**src/rtl/dfr_axi_pkg.sv**
```systemverilog
// Shared types and constants for the DFR AXI-Lite register master.
package dfr_axi_pkg;

  typedef enum logic [2:0] {
    ST_IDLE    = 3'd0,
    ST_WR_AW_W = 3'd1,
    ST_WR_B    = 3'd2,
    ST_RD_AR   = 3'd3,
    ST_RD_R    = 3'd4,
    ST_DONE    = 3'd5
  } axi_mst_state_t;

  localparam logic [1:0] AXI_RESP_OKAY   = 2'b00;
  localparam logic [1:0] AXI_RESP_SLVERR = 2'b10;

  // DFR configuration-register byte offsets
  localparam logic [8:0] REG_CTRL       = 9'h000;
  localparam logic [8:0] REG_DEBUG      = 9'h004;
  localparam logic [8:0] REG_MEM_ADDR   = 9'h008;
  localparam logic [8:0] REG_MEM_DATA   = 9'h00C;
  localparam logic [8:0] REG_SAMPLE_CNT = 9'h010;
  localparam logic [8:0] REG_STEP_CNT   = 9'h014;

endpackage

```
**src/rtl/counter.sv**
```systemverilog
// Free-running up-counter with synchronous clear and count enable.
module counter #(
  parameter int DATA_WIDTH = 8
) (
  input  logic                  clk,
  input  logic                  rst,
  input  logic                  en,
  output logic [DATA_WIDTH-1:0] count
);

  always_ff @(posedge clk) begin
    if (rst) begin
      count <= '0;
    end else if (en) begin
      count <= count + DATA_WIDTH'(1);
    end
  end

endmodule

```
**src/rtl/dfr_axi_lite_master.sv**
```systemverilog
// Single-outstanding AXI4-Lite initiator turning register commands into
// read/write transactions, with a per-state timeout that forces a response.
module dfr_axi_lite_master
  import dfr_axi_pkg::*;
#(
  parameter int C_M_AXI_DATA_WIDTH = 32,
  parameter int C_M_AXI_ADDR_WIDTH = 9,
  parameter int TIMEOUT_CYCLES     = 1024
) (
  input  logic                            clk,
  input  logic                            rst,
  input  logic                            cmd_valid,
  output logic                            cmd_ready,
  input  logic                            cmd_wr,
  input  logic [C_M_AXI_ADDR_WIDTH-1:0]   cmd_addr,
  input  logic [C_M_AXI_DATA_WIDTH-1:0]   cmd_wdata,
  input  logic [C_M_AXI_DATA_WIDTH/8-1:0] cmd_wstrb,
  output logic                            rsp_valid,
  output logic [C_M_AXI_DATA_WIDTH-1:0]   rsp_rdata,
  output logic [1:0]                      rsp_resp,
  output logic                            rsp_timeout,
  output logic                            busy,
  output logic [C_M_AXI_ADDR_WIDTH-1:0]   M_AXI_AWADDR,
  output logic                            M_AXI_AWVALID,
  input  logic                            M_AXI_AWREADY,
  output logic [C_M_AXI_DATA_WIDTH-1:0]   M_AXI_WDATA,
  output logic [C_M_AXI_DATA_WIDTH/8-1:0] M_AXI_WSTRB,
  output logic                            M_AXI_WVALID,
  input  logic                            M_AXI_WREADY,
  input  logic [1:0]                      M_AXI_BRESP,
  input  logic                            M_AXI_BVALID,
  output logic                            M_AXI_BREADY,
  output logic [C_M_AXI_ADDR_WIDTH-1:0]   M_AXI_ARADDR,
  output logic                            M_AXI_ARVALID,
  input  logic                            M_AXI_ARREADY,
  input  logic [C_M_AXI_DATA_WIDTH-1:0]   M_AXI_RDATA,
  input  logic [1:0]                      M_AXI_RRESP,
  input  logic                            M_AXI_RVALID,
  output logic                            M_AXI_RREADY
);

  localparam int CW = $clog2(TIMEOUT_CYCLES) + 1;
  localparam logic [CW-1:0] TO_LAST = CW'(TIMEOUT_CYCLES - 1);

  axi_mst_state_t state, state_nxt;

  logic [C_M_AXI_ADDR_WIDTH-1:0]   addr_q;
  logic [C_M_AXI_DATA_WIDTH-1:0]   wdata_q;
  logic [C_M_AXI_DATA_WIDTH/8-1:0] wstrb_q;
  logic                            aw_done, w_done;
  logic                            aw_hs, w_hs;
  logic [CW-1:0]                   to_cnt;
  logic                            to_hit, wait_st, cnt_rst;

  assign aw_hs   = M_AXI_AWVALID && M_AXI_AWREADY;
  assign w_hs    = M_AXI_WVALID && M_AXI_WREADY;
  assign to_hit  = (to_cnt == TO_LAST);
  assign wait_st = (state == ST_WR_AW_W) || (state == ST_WR_B) ||
                   (state == ST_RD_AR)   || (state == ST_RD_R);
  assign cnt_rst = rst || (state_nxt != state);

  counter #(.DATA_WIDTH(CW)) u_to_cnt (
    .clk   (clk),
    .rst   (cnt_rst),
    .en    (wait_st),
    .count (to_cnt)
  );

  // A completing handshake wins over a timeout landing in the same cycle.
  always_comb begin
    state_nxt = state;
    unique case (state)
      ST_IDLE:    if (cmd_valid) state_nxt = cmd_wr ? ST_WR_AW_W : ST_RD_AR;
      ST_WR_AW_W: if ((aw_done || aw_hs) && (w_done || w_hs)) state_nxt = ST_WR_B;
                  else if (to_hit) state_nxt = ST_DONE;
      ST_WR_B:    if (M_AXI_BVALID || to_hit) state_nxt = ST_DONE;
      ST_RD_AR:   if (M_AXI_ARREADY) state_nxt = ST_RD_R;
                  else if (to_hit) state_nxt = ST_DONE;
      ST_RD_R:    if (M_AXI_RVALID || to_hit) state_nxt = ST_DONE;
      ST_DONE:    state_nxt = ST_IDLE;
      default:    state_nxt = ST_IDLE;
    endcase
  end

  always_ff @(posedge clk) begin
    if (rst) begin
      state       <= ST_IDLE;
      addr_q      <= '0;
      wdata_q     <= '0;
      wstrb_q     <= '0;
      aw_done     <= 1'b0;
      w_done      <= 1'b0;
      rsp_rdata   <= '0;
      rsp_resp    <= AXI_RESP_OKAY;
      rsp_timeout <= 1'b0;
    end else begin
      state <= state_nxt;
      case (state)
        ST_IDLE: begin
          if (cmd_valid) begin
            addr_q  <= cmd_addr;
            wdata_q <= cmd_wdata;
            wstrb_q <= cmd_wstrb;
            aw_done <= 1'b0;
            w_done  <= 1'b0;
          end
        end
        ST_WR_AW_W: begin
          if (aw_hs) aw_done <= 1'b1;
          if (w_hs)  w_done  <= 1'b1;
        end
        ST_WR_B: begin
          if (M_AXI_BVALID) begin
            rsp_rdata   <= '0;
            rsp_resp    <= M_AXI_BRESP;
            rsp_timeout <= 1'b0;
          end
        end
        ST_RD_R: begin
          if (M_AXI_RVALID) begin
            rsp_rdata   <= M_AXI_RDATA;
            rsp_resp    <= M_AXI_RRESP;
            rsp_timeout <= 1'b0;
          end
        end
        default: ;
      endcase
      if (wait_st && (state_nxt == ST_DONE) &&
          !((state == ST_WR_B) && M_AXI_BVALID) &&
          !((state == ST_RD_R) && M_AXI_RVALID)) begin
        rsp_rdata   <= '0;
        rsp_resp    <= AXI_RESP_SLVERR;
        rsp_timeout <= 1'b1;
      end
    end
  end

  assign cmd_ready     = (state == ST_IDLE);
  assign busy          = (state != ST_IDLE);
  assign rsp_valid     = (state == ST_DONE);
  assign M_AXI_AWVALID = (state == ST_WR_AW_W) && !aw_done;
  assign M_AXI_WVALID  = (state == ST_WR_AW_W) && !w_done;
  assign M_AXI_BREADY  = (state == ST_WR_B);
  assign M_AXI_ARVALID = (state == ST_RD_AR);
  assign M_AXI_RREADY  = (state == ST_RD_R);
  assign M_AXI_AWADDR  = addr_q;
  assign M_AXI_ARADDR  = addr_q;
  assign M_AXI_WDATA   = wdata_q;
  assign M_AXI_WSTRB   = wstrb_q;

endmodule

```
**config.mk**
```make
export PLATFORM = sky130hd
export DESIGN_NAME = dfr_axi_lite_master
export DESIGN_NICKNAME = d
export VERILOG_FILES = /design/src/rtl/dfr_axi_pkg.sv /design/src/rtl/counter.sv /design/src/rtl/dfr_axi_lite_master.sv
export SDC_FILE = /design/constraint.sdc
export NUM_CORES = 1
export LEC_CHECK = 0
export ABC_CLOCK_PERIOD_IN_PS = 2400
export CORE_UTILIZATION = 30
export CTS_BUF_LIST = sky130_fd_sc_hd__clkbuf_4 sky130_fd_sc_hd__clkbuf_8
export CTS_CLUSTER_DIAMETER = 60
export DETAILED_ROUTE_END_ITERATION = 8
export PLACE_DENSITY = 0.71
export SETUP_SLACK_MARGIN = 0.15
export SLEW_MARGIN = 15
export SYNTH_ARGS = -nofsm -noshare
export SYNTH_HDL_FRONTEND = slang
export SYNTH_HIERARCHICAL = 1
export SYNTH_SLANG_ARGS = --single-unit
```
**constraint.sdc**
```tcl
create_clock -name clk -period 2.4 [get_ports clk]
set_input_delay 0.36 -clock clk [delete_from_list [all_inputs] [get_ports clk]]
set_output_delay 0.36 -clock clk [all_outputs]
set_load 0.005 [all_outputs]
```
# Yosys cells after proc, flatten, opt, wreduce, memory -nomap -nowiden
# Cells that the tools add are included.
[op_classes] n_eq_ne=15 n_reduce_logical=33 n_mux=24 addsub=1
[ops] cell="2-to-1 mux 32 bit" n=2
[ops] cell="case mux 32 bit (2 select lines)" n=1
[ops] cell="2-to-1 mux 3 bit" n=6
[ops] cell="case mux 3 bit (5 select lines)" n=1
[ops] cell="AND reduction 3 bit" n=4
[ops] cell="adder 11 x 1 -> 11 bit (second input constant)" n=1
[ops] cell="== test 11 x 10 -> 1 bit (second input constant)" n=1
[ops] cell="logical AND 1 bit" n=10
[ops] cell="inequality test 2 bit (second input constant)" n=5
[ops] cell="== test 3 bit (second input constant)" n=3
[ops] cell="logical OR 1 bit" n=8
[ops] cell="2-to-1 mux 2 bit" n=4
[ops] cell="== test 3 x 2 -> 1 bit (second input constant)" n=2
[ops] cell="2-to-1 mux 1 bit" n=6
[ops] cell="inequality test 3 x 2 -> 1 bit (second input constant)" n=2
[ops] cell="case mux 1 bit (2 select lines)" n=3
[ops] cell="nonzero test 3 bit" n=2
[ops] cell="logical NOT 1 bit" n=4
[ops] cell="case mux 2 bit (2 select lines)" n=1
[ops] cell="nonzero test 2 bit" n=2
[ops] cell="== test 3 x 1 -> 1 bit (second input constant)" n=1
[ops] cell="logical NOT 3 bit" n=1
[ops] cell="inequality test 3 bit" n=1
[ops] cell="AND reduction 2 bit" n=1
[ops] cell="OR reduction 2 bit" n=1
[totals] out_inout_bits=97 regBits=96

# Longest topological paths before layout
# Gate-level depths: netlist of the first run.
[depth] ltp_word=13 ltp_mapped=9 mapped_depth_nobuf=7

# Modules after synthesis
# Netlist of the first run, hierarchy kept.
[modules_own_cells] module="dfr_axi_lite_master" seq_area_each_um2=1701.6 area_per_inst_um2=3502.1 cells_each=394 instances=1
[modules_own_cells] module="counter" seq_area_each_um2=220.2 area_per_inst_um2=513.0 cells_each=55 instances=1

# Worst setup path before layout of the first run
# Ideal clock, no wire load.
[synth_timing] kind="reg2reg" from="register u_to_cnt.count[4]" to="register u_to_cnt.count[0]" stages_incl_launch_ff=8 slack_ns=0.464 t_arrival_ns=1.809 synth_period_minus_slack_ns=1.936 n_path_buf=2 required_time_ns=2.272 cell_sequence="dfxtp_1 -> nand4_1 -> or3_1 -> clkbuf_1 -> o21a_1 -> o2111ai_1 -> clkbuf_1 -> nor2_1"
[synth_via] elab_chain_cells=6 elab_cells_between_ends=11 cone_classes="2 x eq/ne; 6 x mux; 3 x reduce/logical"
[synth_rtl] element="start, declared" line_no="counter.sv:8" rtl="output logic [DATA_WIDTH-1:0] count"
[synth_rtl] element="start signal, assigned" line_no="counter.sv:15" rtl="count <= count + DATA_WIDTH'(1);"
[synth_rtl] element="== test 11 x 10 -> 1 bit (*)" line_no="dfr_axi_lite_master.sv:57" rtl="assign to_hit = (to_cnt == TO_LAST);"
[synth_rtl] element="2-to-1 mux 3 bit (tied with other cells)" line_no="dfr_axi_lite_master.sv:75, dfr_axi_lite_master.sv:78"
[synth_rtl] element="2-to-1 mux 3 bit, on equally long branches"
[synth_rtl] element="case mux 3 bit (5 select lines) (*)" line_no="dfr_axi_lite_master.sv:72" rtl="unique case (state)"
[synth_rtl] element="inequality test 3 bit (*)" line_no="dfr_axi_lite_master.sv:60" rtl="assign cnt_rst = rst || (state_nxt != state);"
[synth_rtl] element="logical OR 1 bit (*)" line_no="dfr_axi_lite_master.sv:60"
[synth_rtl] element="via cnt_rst" line_no="dfr_axi_lite_master.sv:53" rtl="logic to_hit, wait_st, cnt_rst;"
# Mark *: on every way through the listed nets, which the timed path passes. The rest lies on a longest branch.
# A chain may end at the register's enable or synchronous reset.

# Worst setup path after layout of the first run
[layout_timing] from="register state[1]" to="output M_AXI_AWVALID"
[layout_via] elab_chain_cells=2
[layout_rtl] element="start, declared" line_no="dfr_axi_lite_master.sv:45" rtl="axi_mst_state_t state, state_nxt;"
[layout_rtl] element="start signal, assigned" line_no="dfr_axi_lite_master.sv:97" rtl="state <= state_nxt;"
[layout_rtl] element="== test 3 x 1 -> 1 bit" line_no="dfr_axi_lite_master.sv:141" rtl="assign M_AXI_AWVALID = (state == ST_WR_AW_W) && !aw_done;"
[layout_rtl] element="logical AND 1 bit" line_no="dfr_axi_lite_master.sv:141"
[layout_rtl] element="end, declared" line_no="dfr_axi_lite_master.sv:24" rtl="output logic M_AXI_AWVALID,"
# No other way between the ends.

==> flow_metrics.env, run 1 <==
export IMPL_p_leak_uw=0.00216
export IMPL_ios=187
export IMPL_post_route_cell_area_sq_um=6250
export IMPL_cts_inserted_buffers=9
export IMPL_grt_max_degree=48
export IMPL_diodes=0
export IMPL_portBuffers=186
export IMPL_final_setup_tns_ns=0
export IMPL_start_util_pct=31.3
export IMPL_ys_seq_elements=96
export IMPL_wirelength_mm=11.3
export IMPL_status="finished, final reports clean"
export IMPL_cp_end_kind="output port"
export IMPL_die_x_um=118
export IMPL_grt_usage_pct=16.5
export IMPL_worstPathCellList="or3b_4 > nor2_1 > clkdlybuf4s50_1"
export IMPL_powerDensity_nw_per_um2=617
export IMPL_cts_root_buf="clkbuf_8"
export IMPL_dp_hpwl_mm=8.18
export IMPL_htree_levels=3
export IMPL_synthDistinctLibCells=53
export IMPL_dr_pass1_iters=4
export IMPL_placed_area_sq_um=5980
export IMPL_cts_tree="yes"
export IMPL_worstPathRequired_ns=2.04
export IMPL_worst_pin_slew_ns=0.479
export IMPL_hold_viol=0
export IMPL_synthToLayoutAreaGrowth_pct=55.7
export IMPL_nFillCells=1223
export IMPL_arrival_ns=1.83
export IMPL_viasPerCell=4.76
export IMPL_cts_hold_buf=0
export IMPL_setup_viol=0
export IMPL_grt_first_pass_wirelength_mm=18.4
export IMPL_vias=3811
export IMPL_gp_congestion=0.855
export IMPL_rsz0062_at_grt="true"
export IMPL_netlist_area_sq_um=4020
export IMPL_drv_slew=0
export IMPL_max_freq_mhz=456
export IMPL_critPathMaxFanout=7
export IMPL_cts_clk_slew_worst_paths_ns=0.10
export IMPL_synth_warnings=6
export IMPL_startpoint_type="register"
export IMPL_path_class="register to output port"
export IMPL_rows=41
export IMPL_crit_path_top_delay_cell="clkdlybuf4s50_1"
export IMPL_coreArea_sq_um=12800
export IMPL_ir_worst_vdd_mv=0.491
export IMPL_die_area_sq_um=13800
export IMPL_finClkSkew_ns=0.0103
export IMPL_critical_path_buf_inv_count=1
export IMPL_max_stage_delay_ns=0.52
export IMPL_clk_path_buf_depth=2
export IMPL_syn_inst=449
export IMPL_nNetsFinal=714
export IMPL_hold_path_class="primary input to register"
export IMPL_maxSlewHeadroom_pct=68.1
export IMPL_remaining_drc_errors=0
export IMPL_overflow=0
export IMPL_min_period_over_period_pct=91.3
export IMPL_syn_area_per_cell_sq_um=8.94
export IMPL_layout_drive_gt1_share_pct=13.4
export IMPL_worstRegToRegCells=6
export IMPL_synth_nets=540
export IMPL_maxCapViolations=0
export IMPL_ant_nets=0
export IMPL_cts_sinks=96
export IMPL_layout_common_cells="clkdlybuf4s50_1, nand2_1, dfxtp_1, a21oi_1, a22oi_1"
export IMPL_wl_per_cell_um=14.1
export IMPL_cp_top_family="simple AND/OR/NAND/NOR gates"
export IMPL_drt_iter0_markers=139
export IMPL_cp_num_cells=3
export IMPL_hold_depth=2
export IMPL_fp_dieH_um=118
export IMPL_grt_pass1_vias=3726
export IMPL_ys_seq_area_share_pct=47.9
export IMPL_antenna_found_initial=0
export IMPL_final_common_cell="clkdlybuf4s50_1"
export IMPL_clock_latency_ns=0.38
export IMPL_min_period_ns=2.19
[where the power goes]
group          total, uW  internal [uW]  switching [uW]
combinational        989            535             454
sequential          1770           1700            69.9
clock               1100            492             609
total               3860           2730            1130
[sequential cells by signal, summed over array words and instances, names as in the netlist, 2 cells and up]
name	flops
rsp_resp	2
u_to_cnt/count	11
M_AXI_WDATA	32
M_AXI_WSTRB	4
rsp_rdata	32
state	3
M_AXI_ARADDR	9
[synth_stat cells (all sizes together)]
cell type  number  share of area (%)
inv             7               0.65
clkbuf         22                2.1
or4b            1               0.34
a211oi          3               0.56
o22ai           2               0.47
nor3            5               0.62
buf            20                4.3
nand3b          1               0.19
xnor2           1               0.22
a21o            1               0.19
o2111ai         1               0.22
nor4bb          2               0.65
o211ai          2               0.50
nor4            1               0.16
nand2b          3               0.47
nor2b           4               0.62
nand4           7                1.6
dfxtp          96                 48
a22oi          32                6.0
nor2           48                8.9
nor3b           2               0.50
nand2          98                9.2
a21oi          57                7.2
nand3           1               0.12
or3             3               0.47
o32ai           1               0.22
o21ai           4               0.50
mux2i           2               0.50
o31ai           5               0.93
or4             4               0.75
or3b            1               0.22
o21a            1               0.19
ha              1               0.31
mux2            1               0.28
xor2            3               0.65
nor4b           1               0.22
and2            3               0.47
a41o            1               0.53
a21boi          1               0.19
[path summary, 6_finish.rpt]
check               startpoint  slack [ns]                 end
max                   state[1]        0.21       M_AXI_AWVALID
min                        rst        0.37      M_AXI_WDATA[4]
max reg2reg  u_to_cnt/count[3]        0.31  u_to_cnt/count[10]
min reg2reg     M_AXI_WSTRB[2]        0.46      M_AXI_WSTRB[2]
[final cells by class]
| cell class | instances | area, sq um | share of cell area [%] |
|---|---|---|---|
| timing repair buffer | 205 | 2020 | 32.4 |
| sequential | 96 | 1930 | 30.9 |
| tap | 172 | 215 | 3.44 |
| clock inverter | 7 | 78.8 | 1.26 |
| inverter | 7 | 26.3 | 0.420 |
| multi-input combinational | 304 | 1850 | 29.6 |
| clock buffer | 9 | 124 | 1.98 |
[layer usage]
| metal | vias up | wire length, um | GRT usage (%) |
|---|---|---|---|
| met2 | 143 | 5530 | 28.3 |
| met4 | 0 | 169 | 6.25 |
| li1 | 1877 | - | - |
| met5 | - | 0 | 0 |
| met3 | 14 | 924 | 6.35 |
| met1 | 1777 | 4640 | 18.3 |
[what timing repair did]
| item | 4_1_cts | 5_1_grt |
|---|---|---|
| hold endpoints to repair | 0 | 0 |
| gates resized for setup | 8 | 2 |
| setup buffers | 5 | 0 |
| endpoints found under the setup margin | 8 | 2 |
[cell families (layout without fill, tap and decap cells)]
family                   after synthesis  after routing  synth area share [%]
AND/OR/NAND/NOR                      185            185                  25.5
AO/OA/AOI/OAI                        111            111                  17.7
flip-flops                            96             96                  47.9
buffers and inverters                 49            228                  7.01
XOR/XNOR                               4              4                 0.873
multiplexers                           3              3                 0.779
adder cells (fa/ha/maj)                1              1                 0.312
[stage by stage]
stage	total power (uW)	hold slack, ns	utilization [%]	setup slack, ns	cells
after floorplan	2280	0.453	-	0.464	449
after global placement	2750	0.442	46.7	0.125	779
after detailed placement	2770	0.447	46.7	0.0925	779
after CTS	3910	0.351	48.7	0.154	800
after global routing	4080	0.368	48.7	0.136	800
final	3860	0.366	48.7	0.208	800
No activity file was read; power rests on OpenSTA's default activity.
==> run 2, diff against run 1 <==
Settings changed: CORE_MARGIN set to 2.
==> flow_metrics.env, run 2 (same netlist as run 1, synthesis figures left out) <==
export IMPL_grt_first_pass_wirelength_mm=17.9
export IMPL_maxCapViolations=0
export IMPL_overflow=0
export IMPL_min_period_ns=2.14
export IMPL_vias=3784
export IMPL_nNetsFinal=715
export IMPL_cts_sinks=96
export IMPL_top_layer_used="met4"
export IMPL_portBuffers=186
export IMPL_grt_usage_pct=15.4
export IMPL_wl_met3_um=908
export IMPL_crit_path_top_delay_cell="clkdlybuf4s50_1"
export IMPL_setup_viol=0
export IMPL_synthToLayoutAreaGrowth_pct=56.7
export IMPL_intPower_uw=2910
export IMPL_startpoint_type="register"
export IMPL_post_route_cell_area_sq_um=6290
export IMPL_nFillCells=1251
export IMPL_dr_pass1_iters=4
export IMPL_cts_tree="yes"
export IMPL_powerDensity_nw_per_um2=633
export IMPL_ir_worst_vdd_mv=0.359
export IMPL_switching_share_pct=27.0
export IMPL_hold_slack_ns=0.368
export IMPL_setup_slack_ns=0.259
export IMPL_cp_end_kind="output port"
export IMPL_ant_nets=0
export IMPL_cts_clk_slew_worst_paths_ns=0.09
export IMPL_wl_per_cell_um=13.7
export IMPL_ios=187
export IMPL_reg2reg_slack_ns=0.27
export IMPL_p_leak_uw=0.00220
export IMPL_die_area_sq_um=14300
export IMPL_worstRegToRegCells=6
export IMPL_arrival_ns=1.78
export IMPL_htree_levels=3
export IMPL_hold_depth=3
export IMPL_grt_max_degree=50
export IMPL_max_freq_mhz=467
export IMPL_grt_pass1_vias=3748
export IMPL_cts_inserted_buffers=9
export IMPL_wirelength_mm=11.0
export IMPL_layout_drive_gt1_share_pct=13.4
export IMPL_max_stage_delay_ns=0.50
export IMPL_drt_iter0_markers=136
export IMPL_worstPathCellList="buf_4 > nor3b_2 > buf_4 > clkdlybuf4s50_1"
export IMPL_netSwitchingPower_uw=1080
export IMPL_dp_hpwl_mm=8.15
export IMPL_rr_startpoint="u_to_cnt/count[3]"
export IMPL_critical_path_buf_inv_count=3
export IMPL_antenna_found_initial=1
export IMPL_viasPerCell=4.69
export IMPL_clock_latency_ns=0.37
export IMPL_r2r_end="rsp_rdata[17]"
export IMPL_worstPathRequired_ns=2.04
export IMPL_finClkSkew_ns=0.0101
export IMPL_min_period_over_period_pct=89.2
export IMPL_maxSlewHeadroom_pct=65.0
export IMPL_start_util_pct=30.6
export IMPL_min_to="state[2]"
export IMPL_remaining_drc_errors=0
export IMPL_final_setup_tns_ns=0
export IMPL_power_frac_comb_pct=24.7
export IMPL_die_x_um=120
export IMPL_path_class="register to output port"
export IMPL_gp_congestion=0.810
export IMPL_placed_area_sq_um=6000
export IMPL_place_ws_ns=0.0868
export IMPL_coreArea_sq_um=13100
export IMPL_status="finished, final reports clean"
export IMPL_layout_common_cells="clkdlybuf4s50_1, nand2_1, dfxtp_1, a21oi_1, a22oi_1"
export IMPL_crit_path_frequent_cell="buf_4"
export IMPL_wl_met2_mm=5.27
export IMPL_drv_slew=0
export IMPL_cts_root_buf="clkbuf_8"
export IMPL_fp_dieH_um=120
export IMPL_clk_path_buf_depth=2
export IMPL_hold_path_class="primary input to register"
export IMPL_hp_start="rst"
export IMPL_worst_pin_slew_ns=0.524
export IMPL_rows=42
export IMPL_hold_viol=0
export IMPL_p_clk_share_pct=30.8
export IMPL_cp_top_family="buffers and inverters"
export IMPL_rsz0062_at_grt="false"
export IMPL_wl_met1_mm=4.60
export IMPL_p_seq_share_pct=44.5
export IMPL_critPathMaxFanout=7
export IMPL_final_common_cell="clkdlybuf4s50_1"
export IMPL_cts_hold_buf=0
[run 2: area by class of cell]
cell class	count	area, sq um	area share, %
timing repair buffer	206	2030	32.3
sequential	96	1930	30.7
multi-input combinational	304	1840	29.2
tap	176	220	3.50
clock buffer	12	165	2.63
clock inverter	4	75.1	1.19
inverter	7	26.3	0.418
antenna	1	2.50	0.0398
[run 2: metal layers]
| layer | global-route usage [%] | vias up |
|---|---|---|
| li1 | - | 1872 |
| met1 | 17.8 | 1751 |
| met2 | 26.1 | 143 |
| met3 | 4.85 | 18 |
| met4 | 7.21 | 0 |
| met5 | 0 | - |
[run 2: how the worst max path moves through the flow]
stage	cells after the start	end	startpoint	slack (ns)
floorplan	7	u_to_cnt/count[0]	u_to_cnt/count[4]	0.46
CTS	3	M_AXI_AWVALID	state[1]	0.15
global route	8	rsp_rdata[17]	state[0]	0.17
finish	4	M_AXI_RREADY	state[0]	0.26
global placement	8	rsp_rdata[17]	M_AXI_BVALID	0.12
detailed placement	8	rsp_rdata[17]	M_AXI_BVALID	0.09
[run 2: what timing repair did]
action | in CTS | in global routing
gates cloned | 0 | 0
resized for setup | 7 | 2
buffers inserted | 2 | 2
endpoints found under the setup margin | 7 | 1
[run 2: worst min-delay path, delay by kind of cell]
kind                   cells  cell delay (ns)
AND/OR/NAND/NOR            2             0.23
buffers and inverters      1             0.12
[run 2: through the flow]
stage                     utilization, %  std cells  power (uW)
final                               47.9        806        3980
after detailed placement            45.7        785        2780
after global placement              45.7        785        2760
after CTS                           47.7        803        4030
after global routing                47.9        806        4190
after floorplan                        -        449        2280
[run 2: power by group through the flow]
stage	clock network (uW)	logic [uW]	registers, uW
final	1230	982	1770
after global routing	1330	1070	1790
after CTS	1270	985	1780
after detailed placement	0	962	1820
after global placement	0	949	1810
after floorplan	0	479	1800
